===== src/rtl/rr_lock_arbiter.sv =====
// rr_lock_arbiter: round-robin arbiter that locks a grant for a whole
// multi-beat transaction. The rotating priority pointer lives inside the
// block and only moves when a transaction ends, so fairness is counted in
// transactions rather than beats.
module rr_lock_arbiter #(
    parameter int N         = 4,
    parameter int MAX_BEATS = 16,
    localparam int ID_W     = $clog2(N)
) (
    input  logic            clk,
    input  logic            rst,
    input  logic [N-1:0]    request,
    input  logic [N-1:0]    last,
    input  logic            ready,
    output logic [N-1:0]    grant,
    output logic            grant_valid,
    output logic [ID_W-1:0] grant_id,
    output logic            beat
);

    // A limit of 0 means unlimited, but the counter still needs one bit.
    localparam int CNT_W = (MAX_BEATS == 0) ? 1 : $clog2(MAX_BEATS + 1);

    typedef enum logic {IDLE, BUSY} state_t;

    state_t            state;
    logic [N-1:0]      ptr;
    logic [CNT_W-1:0]  cnt;

    logic              owner_req;
    logic              owner_last;
    logic              limit_hit;
    logic              end_evt;
    logic [N-1:0]      rot;
    logic [N-1:0]      arb_ptr;
    logic [N-1:0]      win;
    logic [ID_W-1:0]   win_id;

    // First asserted request at or above the one-hot pointer, wrapping round.
    function automatic logic [N-1:0] arbitrate(input logic [N-1:0] p,
                                               input logic [N-1:0] req);
        logic [N-1:0] res;
        int           base;
        int           idx;
        logic         found;
        res   = '0;
        base  = 0;
        found = 1'b0;
        for (int i = 0; i < N; i++) begin
            if (p[i]) begin
                base = i;
            end
        end
        for (int k = 0; k < N; k++) begin
            idx = base + k;
            if (idx >= N) begin
                idx = idx - N;
            end
            if (!found && req[idx[ID_W-1:0]]) begin
                res[idx[ID_W-1:0]] = 1'b1;
                found              = 1'b1;
            end
        end
        return res;
    endfunction

    assign owner_req  = |(grant & request);
    assign owner_last = |(grant & last);
    assign beat       = grant_valid & ready & owner_req;
    assign limit_hit  = (MAX_BEATS != 0) && (int'(cnt) + 1 == MAX_BEATS);
    assign end_evt    = (state == BUSY) &&
                        (!owner_req || (beat && (owner_last || limit_hit)));

    // Rotating the ending grant gives its owner the lowest priority next.
    assign rot     = {grant[N-2:0], grant[N-1]};
    assign arb_ptr = end_evt ? rot : ptr;
    assign win     = arbitrate(arb_ptr, request);

    // Binary index of the winning requester for the registered grant_id.
    always_comb begin
        win_id = '0;
        for (int i = 0; i < N; i++) begin
            if (win[i]) begin
                win_id = ID_W'(i);
            end
        end
    end

    // Grant FSM: take a winner from idle, hold it until an end event, then
    // hand straight over to the next winner or fall back to idle.
    always_ff @(posedge clk or posedge rst) begin
        if (rst) begin
            state       <= IDLE;
            ptr         <= N'(1);
            cnt         <= '0;
            grant       <= '0;
            grant_valid <= 1'b0;
            grant_id    <= '0;
        end else begin
            case (state)
                IDLE: begin
                    if (request != '0) begin
                        grant       <= win;
                        grant_valid <= 1'b1;
                        grant_id    <= win_id;
                        cnt         <= '0;
                        state       <= BUSY;
                    end
                end
                BUSY: begin
                    if (end_evt) begin
                        ptr <= rot;
                        cnt <= '0;
                        if (win != '0) begin
                            grant       <= win;
                            grant_valid <= 1'b1;
                            grant_id    <= win_id;
                        end else begin
                            grant       <= '0;
                            grant_valid <= 1'b0;
                            grant_id    <= '0;
                            state       <= IDLE;
                        end
                    end else if (beat) begin
                        cnt <= cnt + 1'b1;
                    end
                end
                default: begin
                    state <= IDLE;
                end
            endcase
        end
    end

endmodule

===== config.mk =====
export PLATFORM = sky130hd
export DESIGN_NAME = rr_lock_arbiter
export DESIGN_NICKNAME = d
export VERILOG_FILES = /design/src/rtl/rr_lock_arbiter.sv
export SDC_FILE = /design/constraint.sdc
export NUM_CORES = 1
export LEC_CHECK = 0
export ABC_AREA = 1
export BUFFER_PORTS_ARGS = -buffer_cell sky130_fd_sc_hd__buf_2
export CAP_MARGIN = 40
export CORE_MARGIN = 10
export CORE_UTILIZATION = 30
export DETAILED_ROUTE_END_ITERATION = 6
export PLACE_DENSITY_LB_ADDON = 0.3
export REMOVE_ABC_BUFFERS = 1
export SLEW_MARGIN = 10
export SYNTH_ARGS = -nofsm -noshare
export SYNTH_HDL_FRONTEND = slang
export SYNTH_SLANG_ARGS = --single-unit

===== constraint.sdc =====
create_clock -name clk -period 2.9 [get_ports clk]
set_input_delay 0.58 -clock clk [delete_from_list [all_inputs] [get_ports clk]]
set_output_delay 0.58 -clock clk [all_outputs]
set_load 0.03 [all_outputs]

==> results of run 1 <==
## per-stage QoR
| step | cell area [um^2] | hold WS (ns) |
|---|---|---|
| 2_1_floorplan | 1340 | 0.483 |
| 3_3_place_gp | 1630 | 0.484 |
| 5_1_grt | 1780 | 0.468 |
| 6_report | 1780 | 0.402 |
| 3_5_place_dp | 1630 | 0.480 |
| 4_1_cts | 1670 | 0.430 |
## per-layer routing
| layer | wire, um | track usage | share of wire | up-vias |
|---|---|---|---|---|
| met2 | 1470 | 0.143 | 0.45 | 26 |
| met4 | 49 | 0.0353 | 0.015 | 0 |
| met3 | 182 | 0.0272 | 0.056 | 5 |
| li1 | - | - | - | 686 |
| met5 | 0 | 0 | 0 | - |
| met1 | 1570 | 0.111 | 0.48 | 567 |
## worst max-delay path: cells and delay by family, from the launching register on
family	cells	cell delay [ns]
simple gates	14	1.17
fa+ha+maj	2	0.43
flops	1	0.40
compound gates	2	0.37
buf+inv	4	0.20
## sequential cells by signal, summed over array words and instances, names as in the netlist
signal	flops
grant_valid	1
state	1
ptr	3
cnt	5
grant_id	2
grant	4
## synthesized netlist by cell type
| master | instances |
|---|---|
| o21ai_4 | 1 |
| nor2_2 | 5 |
| o22ai_1 | 2 |
| o21ai_1 | 1 |
| nand2_1 | 57 |
| xnor2_1 | 1 |
| nor2_8 | 1 |
| a21oi_1 | 1 |
| ha_1 | 8 |
| nand3_2 | 4 |
| o21ai_0 | 4 |
| nand2_4 | 6 |
| o211ai_2 | 1 |
| xor2_1 | 1 |
| or2_2 | 1 |
| nand3_1 | 30 |
| clkinv_1 | 1 |
| nand2_2 | 9 |
| nor2_1 | 8 |
| nand4_1 | 1 |
| nor4_1 | 1 |
| inv_1 | 31 |
| dfrtp_1 | 16 |
## area by class of cell
cell class,count,area share
sequential,16,0.225
inverter,32,0.0723
timing repair buffer,39,0.139
tap,52,0.0365
clock buffer,3,0.0232
antenna,1,0.00140
multi-input combinational,143,0.503
## worst paths after layout
path,startpoint,to,slack [ns]
min in group clk,grant_id[0],grant_id[0],0.49
max in group asynchronous,rst,grant[0],2.09
setup / recovery,cnt[1],state,0.21
hold / removal,rst,cnt[3],0.40
setup reg to reg,cnt[1],state,0.21
hold reg to reg,grant_id[0],grant_id[0],0.49
## kinds of logic (layout without fill, tap and decap cells)
kind of cell | count (synthesis) | in the layout | share of synthesized area
buf+inv | 32 | 74 | 0.0898
other cells | 0 | 1 | 0
compound gates | 10 | 10 | 0.0533
xor+xnor | 2 | 2 | 0.0131
flops | 16 | 16 | 0.299
fa+ha+maj | 8 | 8 | 0.0748
simple gates | 123 | 123 | 0.470
## timing repair
action | CTS | global route
gates resized for setup | 0 | 23
buffers inserted | 0 | 3
endpoints found under the hold margin | 0 | 0
setup endpoints to repair | 0 | 8
==> results.ini, run 1 <==
[run_status]
outcome = finished clean

[job]
cap_violations = 0

[floorplanning]
row_count = 24
die_h_um = 86.8
initial_core_util = 0.309
die_area_um2 = 7530
fp.coreArea_um2 = 4320
die_w_um = 86.8
ioPinCount = 19

[placement]
dpl_worst_slack_ns = -0.0454
gp_congestion = 0.872
hpwl_um = 2600
io_buffers = 18
dp.cells = 279

[critical_path]
critPathCaptureType = flip-flop
crit_path_max_incr_delay_ns = 0.40
cp.required_ns = 3.04
critPathArrivalTime_ns = 2.83
startpoint_type = flip-flop
path_max_fanout = 6
slowest_stage = dfrtp_1
path_class = flip-flop to flip-flop
cp_cell_sequence = ha_2 > nand2_2 > a21oi_2 > nand3_2 > nand2_4 > nand2_4 > o21ai_4 > nand2_4 > inv_4 > ha_4 > inv_4 > nand3_4 > nand2_4 > inv_2 > nand2_1 > nor2_2 > nand2_1 > nand3_2 > nor2_4 > nand3_2 > nand2_1 > inv_1
cpMostUsedCell = nand2_4
reg2regPathDepth = 22

[sta]
fin_tns_setup_ns = 0
final.min_clock_period_ns = 2.69
setup_viol_count_final = 0
clock-skew-final_ns = 0.00622
hold_viol_final = 0
fin_crit_sh = 0.928
fmax_ghz = 0.372
slew_violations = 0
relSlewSlack = 0.578
worst_slack_ns = 0.209
worst_slew_pin_slew_ns = 0.632

[routing]
drt_pass1_iterations = 5
drc = 0
vias = 1284
viasPerCell = 4.49
wl_per_cell_um = 11.5
drt_iter0_drc = 64
ant_nets = 0
drt-total-wl_um = 3280

[clocking]
clock_sinks = 16
cts_tree = built
htreeDepth = 1
worstSkewPairLatency_ns = 0.25
cts_buffers = 3
cts.clk_slew.worst_paths_ns = 0.06
cts_root_buf = clkbuf_8
ctsHoldBuffers = 0
clockBufferDepth = 2

[min_path]
hp-class = input port to async pin

[cells_and_area]
final_common_cell = nand2_1
instances_no_fill = 286
fin_nets = 254
multi_input_area_um2 = 896
area_growth_pct = 33.2
drive_gt1_frac = 0.369
final_util = 0.412
fillCellCount = 445
layout_common_cells = nand2_1, inv_1, nand3_1
seq_area_um2 = 400

[global_route]
grt_max_degree = 17
gr-usage-all-layers = 0.0902
globalRouteOverflowTotal = 0
grt_pass1_vias = 1266
antenna_found_initial = 1
grt_pass1_wl_um = 5600

[yosys]
syn_area_um2 = 1340
yosysWarnings = 0
synth.top_cells.by_area = dfrtp_1, nand2_1, nand3_1
synth_area_per_cell_um2 = 7.00
synth_cell_type_count = 23
syn-instance-count = 191
ys_seq_elements = 16
yosysTopAreaCell = dfrtp_1
synth_top_area_frac = 0.299
yosysSeqAreaShare = 0.299

Power of run 1 is not shown: default switching activity piles up to over one toggle a cycle in this logic, so the estimate is an artifact.
==> run 2, diff against run 1 <==
BUFFER_PORTS_ARGS = -buffer_cell sky130_fd_sc_hd__buf_4   (was -buffer_cell sky130_fd_sc_hd__buf_2)
HOLD_SLACK_MARGIN = 0.15   (was default)
==> run 2 against run 1 <==
  * Via count down 0.86%
  * Final area increased by 4.0%
  * Maximum frequency fell by 0.84%
  * Highest routed layer unchanged
  * Sequential cell count did not move
  * Sequential share of layout area fell by 0.80 points
  * Clock skew is 0.0052 ns lower
  * Setup slack worse by 0.023 ns
  * Critical path type unchanged
  * Routed wire length increased by 3.9%
==> results.ini, run 2 (synthesized netlist as in run 1, its figures left out) <==
[run_status]
outcome = finished clean

[clocking]
cts_tree = built
worstSkewPairLatency_ns = 0.25  ; about the same
cts.clk_slew.worst_paths_ns = 0.06  ; about the same
cts_buffers = 3  ; unchanged
clockBufferDepth = 2  ; unchanged
htreeDepth = 1  ; unchanged
cts_root_buf = clkbuf_8
clock_sinks = 16  ; unchanged
ctsHoldBuffers = 0  ; unchanged

[routing]
wl_per_cell_um = 12.0  ; +5.0%
ant_nets = 0  ; unchanged
drt_pass1_iterations = 4  ; -1
vias = 1273  ; -0.86%
drc = 0  ; unchanged
drt_iter0_drc = 34  ; -47%
drt-total-wl_um = 3410  ; +3.9%
viasPerCell = 4.50  ; +0.19%

[sta]
hold_viol_final = 0  ; unchanged
final.min_clock_period_ns = 2.71  ; +0.0227 ns
setup_viol_count_final = 0  ; unchanged
fmax_ghz = 0.369  ; -0.84%
worst_slew_pin_slew_ns = 0.630  ; -0.00173 ns
slew_violations = 0  ; unchanged
relSlewSlack = 0.580  ; +0.00115
fin_crit_sh = 0.936  ; +0.00782
fin_tns_setup_ns = 0  ; unchanged
clock-skew-final_ns = 0.00103  ; -0.00518 ns

[cells_and_area]
fin_nets = 251  ; -1.2%
final_common_cell = nand2_1
drive_gt1_frac = 0.385  ; +0.0162
top_regs = cnt: 5 flops, grant: 4 flops, ptr: 3 flops
final_util = 0.429  ; +0.0165
layout_common_cells = nand2_1, buf_4, inv_1
diodes = 0  ; -1
fillCellCount = 475  ; +6.7%
largest_reg_flops = 5  ; unchanged
top_register = cnt
area_growth_pct = 38.5

[job]
cap_violations = 0  ; unchanged

[placement]
io_buffers = 18  ; unchanged
hpwl_um = 2570  ; -1.2%
gp_congestion = 0.912  ; +4.6%

[critical_path]
cp.required_ns = 3.06  ; +0.02 ns
slowest_stage = dfrtp_1
cpMostUsedCell = nand3_2
startpoint_type = flip-flop
rrSetupSlack_ns = 0.19  ; -0.02 ns
critPathArrivalTime_ns = 2.87  ; +0.04 ns
cp_cell_sequence = ha_2 > nand2_2 > a21oi_2 > nand3_2 > nand2_2 > nand2_4 > o21ai_4 > buf_6 > buf_4 > nand3_2 > nand3_2 > nand2_2 > buf_4 > nand3_1 > nand3_2 > nor2_1 > nand3_2 > nand2_1 > inv_1
crit_path_max_incr_delay_ns = 0.41  ; about the same
path_class = flip-flop to flip-flop
path_max_fanout = 6  ; unchanged
critPathCaptureType = flip-flop

[global_route]
gr-usage-met3 = 0.0272  ; unchanged
globalRouteOverflowTotal = 0  ; unchanged
grt_pass1_vias = 1283  ; +1.3%
gr-usage-all-layers = 0.0920  ; +0.00171
busiest_layer = met2
grt_max_degree = 17  ; unchanged
grt_pass1_wl_um = 5710  ; +2.1%
use_met1 = 0.114  ; +0.00265
gr-usage-met2 = 0.143  ; unchanged
antenna_found_initial = 0  ; -1

[floorplanning]
die_h_um = 86.8  ; unchanged
initial_core_util = 0.309  ; unchanged
fp.coreArea_um2 = 4320  ; unchanged
die_area_um2 = 7530  ; unchanged
ioPinCount = 19  ; unchanged
die_w_um = 86.8  ; unchanged
row_count = 24  ; unchanged

[min_path]
hp-class = input port to async pin

## run 2: worst paths after layout
kind                             start           to  depth (start not counted)
max reg2reg                     cnt[0]  grant_valid                         19
min                                rst  grant_valid                          2
min in group clk           grant_id[1]  grant_id[1]                          2
max in group asynchronous          rst     grant[2]                          2
max                             cnt[0]  grant_valid                         19
min reg2reg                grant_id[1]  grant_id[1]                          2
## run 2: through the flow
step                instances  setup WS, ns  hold slack [ns]  area, um^2
floorplan                 191        0.0740            0.483        1340
global placement          275       -0.0845            0.477        1640
detailed placement        275        -0.123            0.488        1640
CTS                       279       0.00993            0.440        1700
global route              283       -0.0512            0.474        1850
finish                    283         0.186            0.407        1850
## run 2: layer usage
| layer | wire length [um] | vias up |
|---|---|---|
| met5 | 0 | - |
| met3 | 192 | 5 |
| li1 | - | 680 |
| met2 | 1510 | 22 |
| met1 | 1650 | 566 |
| met4 | 58 | 0 |
## run 2: critical path: cells and delay by family (launching register included)
family                     cells  cell delay, ns
AOI/OAI and AO/OA              2            0.39
buffers and inverters          4            0.44
adders and majority gates      1            0.21
and+or+nand+nor               12            1.15
DFF                            1            0.41
## run 2: cell type report
| class | instances | area (um^2) | share of cell area |
|---|---|---|---|
| Timing Repair Buffer | 36 | 274 | 0.148 |
| Clock buffer | 4 | 55.1 | 0.0297 |
| Multi-Input combinational cell | 143 | 931 | 0.502 |
| Sequential cell | 16 | 402 | 0.217 |
| Inverter | 32 | 126 | 0.0682 |
| Tap cell | 52 | 65.1 | 0.0351 |
## run 2: timing repair
item | in CTS | in global routing
gates resized for setup | 0 | 30
buffers inserted | 0 | 4
hold endpoints to repair | 0 | 0
setup endpoints to repair | 0 | 8
Power of run 2 is left out for the same reason.
